===== src/rtl/puf_resp_collector.sv =====
// rtl/puf_resp_collector.sv - PUF response collector: sequences N_BITS challenge evaluations into one word
//
// Walks a single-bit PUF cell through N_BITS evaluations. Challenges come
// from an 8-bit Galois LFSR seeded at start. The assembled word is handed to
// the host over a valid/ready handshake.
//
// Optional feature macro: PUF_TIMEOUT_EN (RUN-state watchdog, sets resp_err)
//
// Parameters:
//   N_BITS      response word width (1..64)
//   SETTLE_CYC  cycles the cell is held cleared before each evaluation (>=1)
//   TIMEOUT_CYC RUN cycles allowed per bit before abort (PUF_TIMEOUT_EN only)
//
// Ports:
//   clk, rst          clock, synchronous active-high reset
//   start, seed       request pulse and base challenge (sampled in IDLE)
//   busy              high whenever not IDLE
//   puf_chall         challenge to the PUF cell
//   puf_en, puf_rst   cell enable (RUN only) and clear (all but RUN)
//   puf_resp          cell response bit
//   puf_finish        cell race-complete flag
//   resp_word         assembled response, bit k = k-th evaluation
//   resp_valid        response available
//   resp_ready        consumer accepts response
//   resp_err          watchdog abort flag (0 without PUF_TIMEOUT_EN)

module puf_resp_collector #(
    parameter int N_BITS      = 8,
    parameter int SETTLE_CYC  = 4,
    parameter int TIMEOUT_CYC = 1024
) (
    input  logic              clk,
    input  logic              rst,
    input  logic              start,
    input  logic [7:0]        seed,
    output logic              busy,
    output logic [7:0]        puf_chall,
    output logic              puf_en,
    output logic              puf_rst,
    input  logic              puf_resp,
    input  logic              puf_finish,
    output logic [N_BITS-1:0] resp_word,
    output logic              resp_valid,
    input  logic              resp_ready,
    output logic              resp_err
);

    typedef enum logic [1:0] {
        IDLE  = 2'd0,
        CLEAR = 2'd1,
        RUN   = 2'd2,
        DONE  = 2'd3
    } state_t;

    localparam int K_W = (N_BITS > 1) ? $clog2(N_BITS) : 1;
    localparam int S_W = (SETTLE_CYC > 1) ? $clog2(SETTLE_CYC) : 1;
    localparam logic [K_W-1:0] K_LAST = K_W'(N_BITS - 1);
    localparam logic [S_W-1:0] S_LAST = S_W'(SETTLE_CYC - 1);

`ifdef PUF_TIMEOUT_EN
    localparam int T_W = (TIMEOUT_CYC > 1) ? $clog2(TIMEOUT_CYC) : 1;
    localparam logic [T_W-1:0] T_LAST = T_W'(TIMEOUT_CYC - 1);
    logic [T_W-1:0] wd_cnt;
`endif

    state_t         state;
    logic [K_W-1:0] k;
    logic [S_W-1:0] settle_cnt;

    // Galois LFSR, taps 0xB8; a nonzero challenge never maps to zero.
    function automatic logic [7:0] lfsr_step(input logic [7:0] c);
        return {1'b0, c[7:1]} ^ (c[0] ? 8'hB8 : 8'h00);
    endfunction

    always_ff @(posedge clk) begin
        if (rst) begin
            state      <= IDLE;
            busy       <= 1'b0;
            puf_en     <= 1'b0;
            puf_rst    <= 1'b1;
            puf_chall  <= 8'h00;
            resp_word  <= '0;
            resp_valid <= 1'b0;
            resp_err   <= 1'b0;
            k          <= '0;
            settle_cnt <= '0;
`ifdef PUF_TIMEOUT_EN
            wd_cnt     <= '0;
`endif
        end else begin
            case (state)
                IDLE: begin
                    if (start) begin
                        state      <= CLEAR;
                        busy       <= 1'b1;
                        // A zero seed would lock the LFSR at zero.
                        puf_chall  <= (seed == 8'h00) ? 8'h01 : seed;
                        k          <= '0;
                        resp_word  <= '0;
                        resp_err   <= 1'b0;
                        settle_cnt <= '0;
                    end
                end

                CLEAR: begin
                    // puf_finish is deliberately not looked at while clearing.
                    if (settle_cnt == S_LAST) begin
                        state   <= RUN;
                        puf_en  <= 1'b1;
                        puf_rst <= 1'b0;
`ifdef PUF_TIMEOUT_EN
                        wd_cnt  <= '0;
`endif
                    end else begin
                        settle_cnt <= settle_cnt + 1'b1;
                    end
                end

                RUN: begin
                    // A finish in the watchdog's last cycle wins over the abort.
                    if (puf_finish) begin
                        resp_word[k] <= puf_resp;
                        puf_en       <= 1'b0;
                        puf_rst      <= 1'b1;
                        if (k == K_LAST) begin
                            state      <= DONE;
                            resp_valid <= 1'b1;
                        end else begin
                            k          <= k + 1'b1;
                            puf_chall  <= lfsr_step(puf_chall);
                            settle_cnt <= '0;
                            state      <= CLEAR;
                        end
`ifdef PUF_TIMEOUT_EN
                    end else if (wd_cnt == T_LAST) begin
                        // Abort: remaining bits stay 0 from the IDLE clear.
                        resp_err   <= 1'b1;
                        resp_valid <= 1'b1;
                        puf_en     <= 1'b0;
                        puf_rst    <= 1'b1;
                        state      <= DONE;
                    end else begin
                        wd_cnt <= wd_cnt + 1'b1;
`endif
                    end
                end

                DONE: begin
                    if (resp_ready) begin
                        state      <= IDLE;
                        busy       <= 1'b0;
                        resp_valid <= 1'b0;
                    end
                end

                default: state <= IDLE;
            endcase
        end
    end

endmodule


===== config.mk =====
export PLATFORM = sky130hd
export DESIGN_NAME = puf_resp_collector
export DESIGN_NICKNAME = d
export VERILOG_FILES = /design/src/rtl/puf_resp_collector.sv
export SDC_FILE = /design/constraint.sdc
export NUM_CORES = 1
export LEC_CHECK = 0
export ABC_AREA = 1
export BUFFER_PORTS_ARGS = -buffer_cell sky130_fd_sc_hd__buf_2
export CORE_UTILIZATION = 53
export CTS_CLUSTER_SIZE = 20
export DETAILED_ROUTE_END_ITERATION = 12
export GPL_TIMING_DRIVEN = 1
export PLACE_DENSITY = 0.79
export SYNTH_ARGS = -nofsm -noshare
export SYNTH_HDL_FRONTEND = slang
export SYNTH_SLANG_ARGS = --single-unit

===== constraint.sdc =====
create_clock -name clk -period 1.8 [get_ports clk]
set_clock_uncertainty 0.05 [all_clocks]
set_input_delay 0.18 -clock clk [delete_from_list [all_inputs] [get_ports clk]]
set_output_delay 0.18 -clock clk [all_outputs]
set_load 0.05 [all_outputs]

==> results.yml, run 1 <==
run_status:
  status: "complete, no violations"
critical_path:
  r2r-end: "puf_chall[1]"
  critPathKind: "reg2reg"
  critPathMaxStageDelay_ns: 0.40
  arrival_ns: 1.86
  crit_cells: 6
  r2r-start: "k[0]"
  path_cells: "ha_1 -> ha_1 -> a21oi_2 -> nand3_2 -> o21ai_1 -> nor2_1"
  path_buf_inv: 0
  regToRegSetupSlack_ns: 0.12
  crit_slowest_cell: "dfxtp_1"
  worstSetupEndpointType: "flop"
  worstPathMaxFanout: 7
  startpoint: "k[0]"
  cpMostUsedCell: "ha_1"
  cp_top_family: "adder cells"
  cp_data_required_time_ns: 1.98
  critPathCapture: "puf_chall[1]"
  crit_path_start_kind: "flop"
  r2r_cells: 6
final_layout:
  final_util: 0.6623
  fin_area_um2: 1700
  layout.nets: 276
  drive_above_1_share: 0.2171
  areaGrowthSynthToFinish_pct: 13.06
  antenna_cells: 0
  fillers: 254
power:
  power_density_nw_per_um2: 863.5
  ir_worst_vdd_mv: 0.6151
  leakagePower_nw: 0.8240
global_route:
  grt_max_degree: 21
  antenna_found_initial: 0
  gr-total-overflow: 0
  grt_pass1_wl_mm: 5.195
  grt_usage: 0.2063
  grt_pass1_vias: 1200
floorplanning:
  core-area_um2: 2567
  fp-row-count: 18
  die_height_um: 55.27
  die_width_um: 55.27
  die-area_um2: 3055
  io_pins: 35
  start_util: 0.5858
timing:
  setup_ws_ns: 0.1240
  timing.fmax_mhz: 596.7
  whs_ns: 0.1176
  hold_violations: 0
  timing.final.crit_share: 0.9311
  finalSetupViolCount: 0
  finalMaxSlewViolations: 0
  period_minus_slack_ns: 1.676
synth:
  yosys_warnings: 0
  synth_ff_type: "dfxtp_1"
  yosysSeqAreaShare: 0.3594
  synth-seq-cells: 27
  synth_cells: 226
  async_flop_share: 0
  synth_cell_types: 26
  syn_nets: 243
  synth_edf_count: 0
  syn_area_um2: 1504
  postSynthAreaPerCell_um2: 6.655
clock_network:
  clk_pin_slew_ns: 0.15
  post-cts-setup-buffer-count: 0
  cts_tree: "built"
  htreeDepth: 1
  cts_root_buf: "clkbuf_4"
  numCtsBuffers: 3
  ctsHoldBuffers: 0
  insertion_delay_ns: 0.32
  cts_sinks: 27
  clock_path_buffers: 2
placement:
  portBuffers: 33
  place_congestion: 0.8192
  dpl_worst_slack_ns: 0.08710
  placed_area_um2: 1659
  dpl.hpwl_mm: 2.242
flow_run:
  drv_cap: 0
detailed_routing:
  drt_first_pass_iters: 4
  wirelength_mm: 3.098
  wire_per_inst_um: 10.76
  vias_per_cell: 5.038
  dr_total_vias: 1451
  initialDrtViolationCount: 38
  drcViolationCount: 0
  drtAntennaViolNets: 0
worst_hold_path:
  min_path_type: "in2reg"
-- tightest hold or removal path, stage by stage --
cell and delay [ns]:
buf_2 0.09, nand2_1 0.04, o21ai_0 0.06, nor2_1 0.04
nor2_1 0.07
-- registers in the layout (all words and copies together) (netlist names) --
signal      cells
puf_chall       8
resp_word       8
k               3
settle_cnt      2
state           2
busy            1
puf_en          1
puf_rst         1
resp_valid      1
-- report_power, final --
part | internal (mW) | total, mW | leakage, nW | switching, mW
clock network | 0.0833 | 0.264 | 0.0177 | 0.181
logic | 0.146 | 0.505 | 0.586 | 0.359
registers | 0.647 | 0.700 | 0.221 | 0.0527
-- timing repair --
item                       in CTS  in global routing
setup endpoints to repair       0                  6
gates resized for setup         0                  2
hold endpoints to repair        0                  0
-- placed cells by master (no fill, tap or decap), drive strengths merged, types with 2 or more instances in the layout --
| cell | netlist | final |
|---|---|---|
| nand3b | 8 | 8 |
| xnor2 | 2 | 2 |
| o21ai | 16 | 16 |
| clkbuf | 1 | 3 |
| nor3 | 2 | 2 |
| nand2 | 68 | 68 |
| nor2 | 32 | 32 |
| nand3 | 16 | 17 |
| buf | 8 | 36 |
| inv | 23 | 23 |
| dfxtp | 27 | 27 |
| ha | 3 | 3 |
| a21oi | 16 | 16 |
-- worst min path at each step --
stage / slack, ns / cells past startpoint / endpoint / from
3_5_place_dp: 0.40 / 2 / resp_word[5] / resp_word[5]
2_1_floorplan: 0.20 / 1 / resp_word[1] / rst
6_report: 0.12 / 5 / puf_chall[5] / seed[5]
3_3_place_gp: 0.39 / 1 / puf_en / puf_en
5_1_grt: 0.13 / 5 / puf_rst / puf_finish
4_1_cts: 0.12 / 5 / puf_chall[5] / seed[5]
-- synthesized netlist by cell type (all sizes together) (2+ instances only) --
master,count,area (um2)
nand2,68,267.8
nor2,32,132.6
dfxtp,27,540.5
inv,23,86.34
a21oi,16,80.08
nand3,16,97.60
o21ai,16,80.07
buf,8,66.31
nand3b,8,60.06
ha,3,37.54
nor3,2,10.01
xnor2,2,17.52
-- metal layers --
metal	vias up	GRT usage	routed length [um]
met4	0	0.06429	30
li1	776	-	-
met5	-	0	0
met3	4	0.03044	166
met1	626	0.2742	1540
met2	45	0.3442	1361
-- cell families (layout without fill, tap and decap cells) --
logic type      count (synthesis)  in the layout  synth area share
fa+ha+maj                       3              3           0.02496
other cells                     1              1          0.002493
buf+inv                        32             63            0.1040
compound gates                 33             33            0.1115
simple gates                  128            129            0.3860
flops                          27             27            0.3594
xor+xnor                        2              2           0.01165
-- per-stage QoR --
| stage | instances | total power [mW] | setup TNS (ns) |
|---|---|---|---|
| after floorplan | 226 | 1.122 | 0 |
| after global placement | 283 | 1.193 | 0 |
| after detailed placement | 283 | 1.203 | 0 |
| after CTS | 287 | 1.458 | 0 |
| after global routing | 288 | 1.562 | -0.007540 |
| final | 288 | 1.468 | 0 |
-- final cells by class --
cell class	instances	area (um2)	share of cell area
Multi-Input combinational cell	168	820.8	0.4827
Clock buffer	3	22.52	0.01325
Inverter	23	86.33	0.05077
Clock inverter	1	5.005	0.002943
Sequential cell	27	540.5	0.3179
Timing Repair Buffer	36	187.7	0.1104
Tap cell	30	37.54	0.02208
Power figures use the tool's default switching activity.
==> run 2, diff against run 1 <==
--- a/config.mk
+++ b/config.mk
@@ -7,3 +7,2 @@
 export LEC_CHECK = 0
-export ABC_AREA = 1
 export BUFFER_PORTS_ARGS = -buffer_cell sky130_fd_sc_hd__buf_2
==> constraint.sdc (replaced) <==
create_clock -name clk -period 1.8 [get_ports clk]
set_clock_uncertainty 0.05 [all_clocks]
set_input_delay 0.27 -clock clk [delete_from_list [all_inputs] [get_ports clk]]
set_output_delay 0.27 -clock clk [all_outputs]
set_load 0.05 [all_outputs]
==> run 2 against run 1 <==
  * Design area increased by 1.4%
  * Worst hold slack improved by 0.056 ns
  * Wire length increased by 8.5%
  * Global-route usage increased by 5.2 points
  * Cell count decreased by 18%
  * Clock-buffer cell count increased by 1
  * Worst setup slack improved by 0.0083 ns
==> results.yml, run 2 <==
timing:
  finalMaxSlewViolations: 0
  hold_violations: 0
  rsz0062_at_grt: "false"
  period_minus_slack_ns: 1.668
  setup_tns_ns: 0
  timing.final.crit_share: 0.9265
  timing.fmax_mhz: 599.6
  finalSetupViolCount: 0
  whs_ns: 0.1732
  setup_ws_ns: 0.1323
synth:
  synth_top_area_share: 0.3639
  synth_edf_count: 0
  postSynthAreaPerCell_um2: 8.535
  syn_nets: 191
  yosysSeqAreaShare: 0.3639
  synth_most_common_cell: "dfxtp_1"
  synth_ff_type: "dfxtp_1"
  netlist_top_cells_count: "dfxtp_1, nand2_1, a21oi_1, o21ai_0, a31oi_1"
  ys_top_cells_by_area: "dfxtp_1, nand2_1, a21oi_1, o21ai_0, a311oi_2"
  yosys_warnings: 0
  synth-seq-cells: 27
  syn_area_um2: 1485
  async_flop_share: 0
  synth_top_cell_by_area: "dfxtp_1"
  synth_cells: 174
  synth_cell_types: 43
worst_hold_path:
  hold_path_end: "puf_chall[0]"
  holdCritStartpoint: "seed[0]"
  min_path_cells: 3
  min_path_type: "in2reg"
final_layout:
  final_util: 0.6715
  areaGrowthSynthToFinish_pct: 16.09
  top_regs: "puf_chall: 8 flops, resp_word: 8 flops, k: 3 flops"
  fin_area_um2: 1724
  final_cell_mix: "buf_2, dfxtp_1, nand2_1"
  drive_above_1_share: 0.2802
  mostFrequentLayoutCell: "buf_2"
  antenna_cells: 0
  layout.nets: 225
  layoutNonFillerInstCount: 237
power:
  power_density_nw_per_um2: 733.1
  finalPower_mw: 1.264
  leakagePower_nw: 0.6983
  ir_worst_vdd_mv: 0.5967
global_route:
  grt_pass1_vias: 1279
  grt_pass1_wl_mm: 5.540
  antenna_found_initial: 0
  grt_max_degree: 15
  gr-total-overflow: 0
  grt_usage: 0.2580
flow_run:
  drv_cap: 0
placement:
  dp_cells: 233
  portBuffers: 33
  dpl.hpwl_mm: 2.464
  dpl_worst_slack_ns: 0.09976
  place_congestion: 0.8386
  placed_area_um2: 1690
critical_path:
  worstSetupEndpointType: "flop"
  crit_path_start_kind: "flop"
  critPathKind: "reg2reg"
  regToRegSetupSlack_ns: 0.13
  r2r-end: "puf_chall[4]"
  arrival_ns: 1.86
  worstPathMaxFanout: 8
  r2r-start: "k[0]"
  cp_data_required_time_ns: 2.00
  r2r_cells: 5
floorplanning:
  die_width_um: 54.94
  fp-row-count: 18
  die-area_um2: 3018
  die_height_um: 54.94
  core-area_um2: 2567
  start_util: 0.5785
  io_pins: 35
detailed_routing:
  vias_per_cell: 6.059
  drt_first_pass_iters: 4
  drcViolationCount: 0
  wire_per_inst_um: 14.19
  wirelength_mm: 3.362
  drtAntennaViolNets: 0
  dr_total_vias: 1436
  initialDrtViolationCount: 41
clock_network:
  insertion_delay_ns: 0.33
  cts_sinks: 27
  post-cts-setup-buffer-count: 0
  numCtsBuffers: 3
  clk_pin_slew_ns: 0.14
  clock_path_buffers: 2
  cts_root_buf: "clkbuf_4"
  ctsHoldBuffers: 0
  htreeDepth: 1
  cts_tree: "built"
run_status:
  status: "complete, no violations"
-- run 2: critical path, stage by stage, from the launching register on --
cell and delay (ns):
dfxtp_1 0.34, ha_1 0.20, ha_1 0.25, a21oi_4 0.27, nand3_1 0.17, o32ai_1 0.31
-- run 2: how the worst max path moves through the flow --
stage / startpoint / endpoint / cells after the start
after global placement: k[0] / k[0] / 5
after CTS: k[0] / puf_chall[4] / 5
after floorplan: k[0] / puf_chall[1] / 6
final: k[0] / puf_chall[4] / 5
after global routing: k[0] / puf_chall[4] / 5
after detailed placement: k[0] / puf_chall[4] / 5
-- run 2: where the power goes --
group          switching (mW)  total (mW)  internal [mW]
combinational           0.212       0.327          0.116
clock                   0.182       0.269         0.0870
sequential             0.0390       0.668          0.629
total                   0.433        1.26          0.831
-- run 2: metal layers --
| layer | routed length, um | track usage | vias to the layer above |
|---|---|---|---|
| li1 | - | - | 703 |
| met1 | 1530 | 0.3417 | 676 |
| met2 | 1613 | 0.4257 | 53 |
| met3 | 171 | 0.02459 | 4 |
| met4 | 46 | 0.1083 | 0 |
| met5 | 0 | 0 | - |
-- run 2: timing repair --
| item | in CTS | in global routing |
|---|---|---|
| hold endpoints to repair | 0 | 0 |
| gates resized for setup | 0 | 1 |
| setup endpoints to repair | 0 | 3 |
-- run 2: kinds of logic (layout without fill, tap and decap cells) --
logic type,count (synthesis),after routing,share of synthesized area
AO/OA/AOI/OAI,55,55,0.2637
XOR/XNOR,3,3,0.01769
adder cells (fa/ha/maj),3,3,0.02528
buffers and inverters,19,52,0.06402
flip-flops,27,27,0.3639
multiplexers,3,3,0.02695
other,1,1,0.002525
AND/OR/NAND/NOR,63,63,0.2359
-- run 2: area by class of cell --
cell class | count | area [um2]
Multi-Input combinational cell | 128 | 857.1
Fill cell | 237 | 843.3
Sequential cell | 27 | 540.5
Timing Repair Buffer | 44 | 247.7
Tap cell | 30 | 37.54
Clock buffer | 4 | 26.28
Inverter | 4 | 15.01
